`src/rtl/memwb_writeback.sv`:
```
// MEM/WB pipeline register and writeback datapath: waits for load responses,
// aligns/extends load data and drives the register-file write port.
module memwb_writeback #(
  parameter int DATA_W = 32,
  parameter int REG_AW = 5
) (
  input  logic              clk,
  input  logic              rst_n,
  input  logic              mem_valid,
  input  logic              mem_rd_we,
  input  logic [REG_AW-1:0] mem_rd_addr,
  input  logic [1:0]        mem_wb_sel,
  input  logic [DATA_W-1:0] mem_alu_result,
  input  logic [DATA_W-1:0] mem_pc_plus4,
  input  logic [2:0]        mem_load_funct3,
  input  logic              dmem_rvalid,
  input  logic [DATA_W-1:0] dmem_rdata,
  input  logic              flush,
  output logic              wb_busy,
  output logic              wb_w_en,
  output logic [REG_AW-1:0] wb_w_addr,
  output logic [DATA_W-1:0] wb_w_data
);

  localparam logic [1:0] S_RUN       = 2'd0;
  localparam logic [1:0] S_WAIT_LOAD = 2'd1;
  localparam logic [1:0] S_DRAIN     = 2'd2;

  localparam logic [1:0] SEL_ALU  = 2'b00;
  localparam logic [1:0] SEL_LOAD = 2'b01;
  localparam logic [1:0] SEL_PC4  = 2'b10;

  logic [1:0]        r_state;
  logic              r_rd_we;
  logic [REG_AW-1:0] r_rd_addr;
  logic [2:0]        r_funct3;
  logic [1:0]        r_off;
  logic              r_w_en;
  logic [REG_AW-1:0] r_w_addr;
  logic [DATA_W-1:0] r_w_data;

  logic              w_accept;
  logic              w_commit;
  logic              w_capture;
  logic              w_we;
  logic [REG_AW-1:0] w_addr;
  logic [DATA_W-1:0] w_data;
  logic [1:0]        w_next_state;

  // Byte/halfword lanes are picked by shifting the word down by the offset.
  function automatic logic [31:0] align_load(input logic [2:0]  f3,
                                             input logic [1:0]  off,
                                             input logic [31:0] word);
    logic [7:0]  b;
    logic [15:0] h;
    b = 8'(word >> {off, 3'b000});
    h = 16'(word >> {off[1], 4'b0000});
    case (f3)
      3'b000:  return {{24{b[7]}}, b};
      3'b100:  return {24'h0, b};
      3'b001:  return {{16{h[15]}}, h};
      3'b101:  return {16'h0, h};
      3'b010:  return word;
      default: return 32'h0;
    endcase
  endfunction

  assign wb_busy  = (r_state == S_WAIT_LOAD) || (r_state == S_DRAIN);
  assign w_accept = mem_valid && !wb_busy && !flush;

  // NOTE: every signal driven here gets a default first so no path leaves it unassigned and infers a latch.
  always_comb begin
    w_next_state = r_state;
    w_commit     = 1'b0;
    w_capture    = 1'b0;
    w_we         = mem_rd_we;
    w_addr       = mem_rd_addr;
    w_data       = '0;
    case (r_state)
      S_RUN: begin
        if (w_accept) begin
          if (mem_wb_sel != SEL_LOAD) begin
            w_commit = 1'b1;
            if (mem_wb_sel == SEL_ALU)      w_data = mem_alu_result;
            else if (mem_wb_sel == SEL_PC4) w_data = mem_pc_plus4;
          end else if (dmem_rvalid) begin
            w_commit = 1'b1;
            w_data   = align_load(mem_load_funct3, mem_alu_result[1:0], dmem_rdata);
          end else begin
            w_capture    = 1'b1;
            w_next_state = S_WAIT_LOAD;
          end
        end
      end
      S_WAIT_LOAD: begin
        w_we   = r_rd_we;
        w_addr = r_rd_addr;
        w_data = align_load(r_funct3, r_off, dmem_rdata);
        if (dmem_rvalid) begin
          w_commit     = !flush;
          w_next_state = S_RUN;
        end else if (flush) begin
          w_next_state = S_DRAIN;
        end
      end
      S_DRAIN: begin
        if (dmem_rvalid) w_next_state = S_RUN;
      end
      default: w_next_state = S_RUN;
    endcase
  end

  // NOTE: sequential state uses non-blocking assignments so all registers update together at the edge.
  always_ff @(posedge clk or negedge rst_n) begin
    if (!rst_n) begin
      r_state   <= S_RUN;
      r_rd_we   <= 1'b0;
      r_rd_addr <= '0;
      r_funct3  <= '0;
      r_off     <= '0;
      r_w_en    <= 1'b0;
      r_w_addr  <= '0;
      r_w_data  <= '0;
    end else begin
      r_state <= w_next_state;
      r_w_en  <= 1'b0;
      if (w_capture) begin
        r_rd_we   <= mem_rd_we;
        r_rd_addr <= mem_rd_addr;
        r_funct3  <= mem_load_funct3;
        r_off     <= mem_alu_result[1:0];
      end
      // Address and data only move on a real write so they hold otherwise.
      if (w_commit && w_we && (w_addr != '0)) begin
        r_w_en   <= 1'b1;
        r_w_addr <= w_addr;
        r_w_data <= w_data;
      end
    end
  end

  assign wb_w_en   = r_w_en;
  assign wb_w_addr = r_w_addr;
  assign wb_w_data = r_w_data;

endmodule

```
`config.mk`:
```
export PLATFORM = sky130hd
export DESIGN_NAME = memwb_writeback
export DESIGN_NICKNAME = d
export VERILOG_FILES = /design/src/rtl/memwb_writeback.sv
export SDC_FILE = /design/constraint.sdc
export NUM_CORES = 1
export LEC_CHECK = 0
export BUFFER_PORTS_ARGS = -buffer_cell sky130_fd_sc_hd__buf_2
export CAP_MARGIN = 20
export CORE_MARGIN = 2
export CORE_UTILIZATION = 35
export CTS_BUF_LIST = sky130_fd_sc_hd__clkbuf_8 sky130_fd_sc_hd__clkbuf_16
export DETAILED_ROUTE_END_ITERATION = 12
export GPL_ROUTABILITY_DRIVEN = 0
export GPL_TIMING_DRIVEN = 0
export HOLD_SLACK_MARGIN = 0.1
export PLACE_DENSITY = 0.58
export SYNTH_ARGS = -nofsm -noshare
export SYNTH_HDL_FRONTEND = slang
export SYNTH_SLANG_ARGS = --single-unit
```
`constraint.sdc`:
```
create_clock -name clk -period 2.4 [get_ports clk]
set_input_delay 0.36 -clock clk [delete_from_list [all_inputs] [get_ports clk]]
set_output_delay 0.36 -clock clk [all_outputs]
set_load 0.05 [all_outputs]
```
# Word-level counts from Yosys, hierarchy flattened
# Index checks and enable logic that the tools add are counted.
[classes] shift=4 n_eq_ne=17 muxes=27 n_reduce_logical=13
[ops] cell="$pmux W32 S5" n=2
[ops] cell="$mux W32" n=5
[ops] cell="$pmux W32 S2" n=1
[ops] cell="$shr A32 B5 Y16" n=2
[ops] cell="$shr A32 B5 Y8" n=2
[ops] cell="$eq A3 B3 Y1 const B" n=4
[ops] cell="$mux W2" n=6
[ops] cell="$mux W1" n=10
[ops] cell="$ne A2 B2 Y1 const B" n=4
[ops] cell="$eq A3 B1 Y1 const B" n=2
[ops] cell="$eq A3 B2 Y1 const B" n=2
[ops] cell="$logic_not A3 Y1" n=2
[ops] cell="$pmux W2 S3" n=1
[ops] cell="$mux W5" n=1
[ops] cell="$reduce_and A5 Y1" n=1
[ops] cell="$reduce_bool A5 Y1" n=1
[ops] cell="$eq A2 B2 Y1 const B" n=2
[ops] cell="$logic_and A1 B1 Y1" n=4
[ops] cell="$logic_not A2 Y1" n=2
[ops] cell="$ne A3 B3 Y1 const B" n=1
[ops] cell="$eq A2 B1 Y1 const B" n=1
[ops] cell="$logic_not A1 Y1" n=2
[ops] cell="$ne A2 B1 Y1 const B" n=1
[ops] cell="$pmux W1 S2" n=1
[ops] cell="$logic_or A1 B1 Y1" n=1
[word_totals] out_inout_bits=39 register_bits=51 input_bits=112 elab_cells=69

# Depth between registers and ports, before layout
[logic_depth] word_depth=10 ltp_mapped=9 ltp_nobuf=7

# Worst setup path after synthesis
# Ideal clock, no wire load.
[synth_path] path_kind="reg2reg" from="reg r_state[0]" to="reg r_w_data[23] (netlist: wb_w_data[23])" synth_period_minus_slack_ps=2309 path_buffers=1 arrival_time_ps=2232 setup_ps=77 required_ps=2323 path_slack_ps=91 stages_incl_launch_ff=9 path_cell_list="dfrtp_1 inv_1 ha_1 nand3b_1 nor2_1 o21ai_2 clkbuf_1 o32a_1 o21ai_1"
[synth_between] elab_chain_len=9 word_cells_on_any_way=16 cone_classes="eq/ne: 2; mux: 6; reduce/logical: 8"
[synth_lines] item="start: declaration" line_no="33" text="logic [1:0] r_state;"
[synth_lines] item="start signal: assignment" line_no="125" text="r_state <= w_next_state;"
[synth_lines] item="$eq A2 B1 Y1 or $eq A2 B2 Y1 (tied branches)" line_no="68" text="assign wb_busy = (r_state == S_WAIT_LOAD) || (r_state == S_DRAIN);"
[synth_lines] item="$logic_or A1 B1 Y1 *" line_no="68"
[synth_lines] item="via wb_busy" line_no="19" text="output logic wb_busy,"
[synth_lines] item="$logic_not A1 Y1 *" line_no="69" text="assign w_accept = mem_valid && !wb_busy && !flush;"
[synth_lines] item="$logic_and A1 B1 Y1 * (2 in series)" line_no="69"
[synth_lines] item="$mux W1" line_no="81" text="if (w_accept) begin"
[synth_lines] item="$pmux W1 S2" line_no="79" text="case (r_state)"
[synth_lines] item="$logic_and A1 B1 Y1 (2 in series)" line_no="134" text="if (w_commit && w_we && (w_addr != '0)) begin"
[synth_lines] item="end signal: assignment" line_no="137" text="r_w_data <= w_data;"
[synth_lines] item="end: declaration" line_no="40" text="logic [DATA_W-1:0] r_w_data;"
# The timed path passes the listed nets; every way through them passes the cells marked *.
# A chain may end at the register's enable or synchronous reset.

# Worst setup path in the final report
[layout_path] from="reg r_state[1]" to="reg r_w_data[23] (netlist: wb_w_data[23])"
[layout_between] elab_chain_len=9 word_cells_on_any_way=16 cone_classes="eq/ne: 2; mux: 6; reduce/logical: 8"
[layout_lines] item="$eq A2 B1 Y1 or $eq A2 B2 Y1 (tied branches)" line_no="68, 79"
[layout_lines] item="$logic_or A1 B1 Y1" line_no="68"
[layout_lines] item="$logic_not A1 Y1" line_no="69"
[layout_lines] item="$logic_and A1 B1 Y1 (2 in series)" line_no="69"
[layout_lines] item="$mux W1" line_no="81"
[layout_lines] item="$pmux W1 S2" line_no="79"
[layout_lines] item="$logic_and A1 B1 Y1 (2 in series)" line_no="134"
# Several ways; a longest one is shown, not always the timed one.

==> impl_metrics.csv <==
group,metric,value,unit
run_status,outcome,"finished clean",
layout,final_cells,799,
placement,placed_cells,785,
clock_tree,cts.sinks,51,
clock_tree,cts_made_buffers,5,
sta,worstMarginPinSlew,0.680,ns
setup_path,cp_slowest_cell,"or4_4",
setup_path,cp.arrival,2.46,ns
synthesis,synth_flop_cell,"dfrtp_1",
detailed_routing,drc,0,
detailed_routing,detail-route-antenna-nets,0,
global_route,grt_pass1_vias,4682,
sta,slew_viol_final,0,
setup_path,max_stage_delay,0.58,ns
floorplan,num_rows,39,
synthesis,async_flop_share,100,%
power_and_ir_drop,power.density,1100,nW/µm²
sta,setup_slack,0.118,ns
synthesis,synth_top_cell_by_area,"dfrtp_1",
synthesis,synthCells,495,
global_route,grt-ovfl-total,0,
setup_path,path_delay_family,"simple AND/OR/NAND/NOR gates",
setup_path,worstPathBufferInverterCount,3,
sta,timing.fmax,438,MHz
clock_tree,clkSlewWorstSetupHoldPaths,0.07,ns
worst_hold_path,hold_path_class,"input pin to register",
global_route,grt_max_degree,29,
setup_path,path_max_fanout,10,
floorplan,initial_utilization,36.1,%
sta,max_slew_margin,54.6,%
global_route,grt_pass1_wl,24600,µm
synthesis,synth_top_cells_by_area,"dfrtp_1 (31%), nor2_1 (6.7%), mux2i_1 (6.1%)",
floorplan,fp.dieH,113,µm
sta,skew,0.0105,ns
detailed_routing,vias_per_cell,5.83,
synthesis,yosysMostFrequentCell,"nor2_1",
synthesis,syn_area_per_cell,8.35,µm²
synthesis,ys_ff_latch,51,
synthesis,yosys_warnings,0,
sta,fin_crit,2.28,ns
power_and_ir_drop,power.leakage,2.34,nW
clock_tree,cts_tree,"built",
synthesis,synth_edf_count,0,
floorplan,core,11500,µm²
synthesis,synth.distinct_cells,59,
layout,nets,770,
setup_path,crit_required,2.58,ns
sta,hold_violations,0,
detailed_routing,wirelength,15700,µm
setup_path,cp_cell_sequence,"inv_1 > ha_1 > or4_4 > o311ai_4 > buf_4 > clkbuf_2 > o21ai_1",
floorplan,dieArea,12700,µm²
detailed_routing,drt-wirelength-per-cell,19.7,µm
detailed_routing,drtIter0Drc,373,
layout,final_area,5290,µm²
placement,pre_cts_ws,-0.159,ns
setup_path,crit_type,"register to register",
flow_run,maxCapViolations,0,
layout,syn2layout_area_growth,27.9,%
sta,rsz0062_at_grt,"no",
detailed_routing,vias,4662,
global_route,track_usage,24.5,%
global_route,antenna_found_initial,0,
sta,period_share,95.1,%
layout,utilization,46.1,%
floorplan,ioPinCount,151,
synthesis,synth_top_area_share,30.9,%
setup_path,worstSetupStartpointType,"register",
placement,io_buffers,146,
sta,finalSetupViolCount,0,
clock_tree,cts_buffer_depth,2,
detailed_routing,firstDrtPassIters,5,
clock_tree,clk_latency,0.31,ns
setup_path,cp-end-kind,"register",
clock_tree,root_buffer,"clkbuf_16",
power_and_ir_drop,peakVddDrop,0.000521,V
synthesis,synthesis.area,4130,µm²
layout,antenna_cells,0,
floorplan,die_w,113,µm
synthesis,synth.net_count,610,
synthesis,ys_top_cells_by_count,"nor2_1 (74), dfrtp_1 (51), a21oi_1 (44)",
power_and_ir_drop,power,0.00582,W
placement,dpl.hpwl,12300,µm
layout,drive_gt1_share,34.1,%
placement,dpl-instance-area,5060,µm²
clock_tree,h-tree-depth,2,
synthesis,yosysSeqAreaShare,30.9,%
==> final timing paths <==
kind	startpoint	to	slack (ns)	cells past startpoint
worst max-delay path	r_state[1]	wb_w_data[23]	0.12	7
worst min-delay path	mem_rd_we	r_rd_we	0.31	2
worst max register to register	r_state[1]	wb_w_data[23]	0.12	7
worst min register to register	wb_w_addr[2]	wb_w_addr[2]	0.49	2
max in group asynchronous	rst_n	wb_w_data[0]	1.20	3
min in group asynchronous	rst_n	wb_w_addr[2]	0.62	2
==> per-layer routing <==
layer	GRT usage (%)	wire length (µm)	up-vias
met5	0	0	-
met4	7.64	397	0
met3	3.62	1260	42
met2	39.6	7150	230
met1	34.0	6930	2199
li1	-	-	2191
==> cells in the final DEF, fill, tap and decap left out, types with 8 or more instances in the layout <==
master     synthesis  routed
a211oi_1          29      28
a21oi_1           44      44
a2bb2oi_1          9       9
buf_2             15     161
buf_4              4       9
clkbuf_1          24      21
dfrtp_1           51      51
mux2_2            19      19
mux2i_1           25      25
nand2_1           40      40
nor2_1            74      72
nor3_1             8       8
o21ai_0           17      17
o21ai_1           23      23
o32a_1            22      22
==> per-stage QoR <==
stage          hold slack [ns]  setup TNS [ns]
6_report                 0.310               0
5_1_grt                  0.317               0
4_1_cts                  0.307               0
3_5_place_dp             0.432          -0.888
3_3_place_gp             0.464          -0.420
2_1_floorplan           0.0644               0
==> logic make-up after synthesis <==
kind of cell,after synthesis,synth area share [%]
compound gates,188,33.1
simple gates,158,17.6
flops,51,30.9
buf+inv,50,5.75
mux,45,11.8
fa+ha+maj,3,0.908
==> power by group <==
group,internal [W],total (W),switching [W]
Combinational,0.00117,0.00360,0.00243
Clock,0.000397,0.000762,0.000365
Sequential,0.00124,0.00145,0.000217
Total,0.00281,0.00582,0.00301
==> registers in the layout, summed over array words and instances (netlist names) <==
register and cells:
r_funct3 3, r_rd_we 1, wb_w_en 1, r_off 2, wb_w_addr 5, r_state 2, wb_w_data 32, r_rd_addr 5
==> layout make-up <==
class,count,area (µm²)
plain buffers,46,229
repair buffers,153,798
fillers,1176,6180
flip-flops and latches,51,1280
clock inverters,3,26.3
multi-input cells,394,2640
inverters,4,15.0
well taps,143,179
clock buffers,5,125
==> what timing repair did <==
item / 4_1_cts / 5_1_grt
endpoints found under the hold margin: 11 / 0
resized for setup: 3 / 9
endpoints found under the setup margin: 21 / 36
pin swaps: 1 / 1
setup buffers: 2 / 3
hold buffers: 1 / 0
Note: power is estimated with default switching activity, not from simulation.
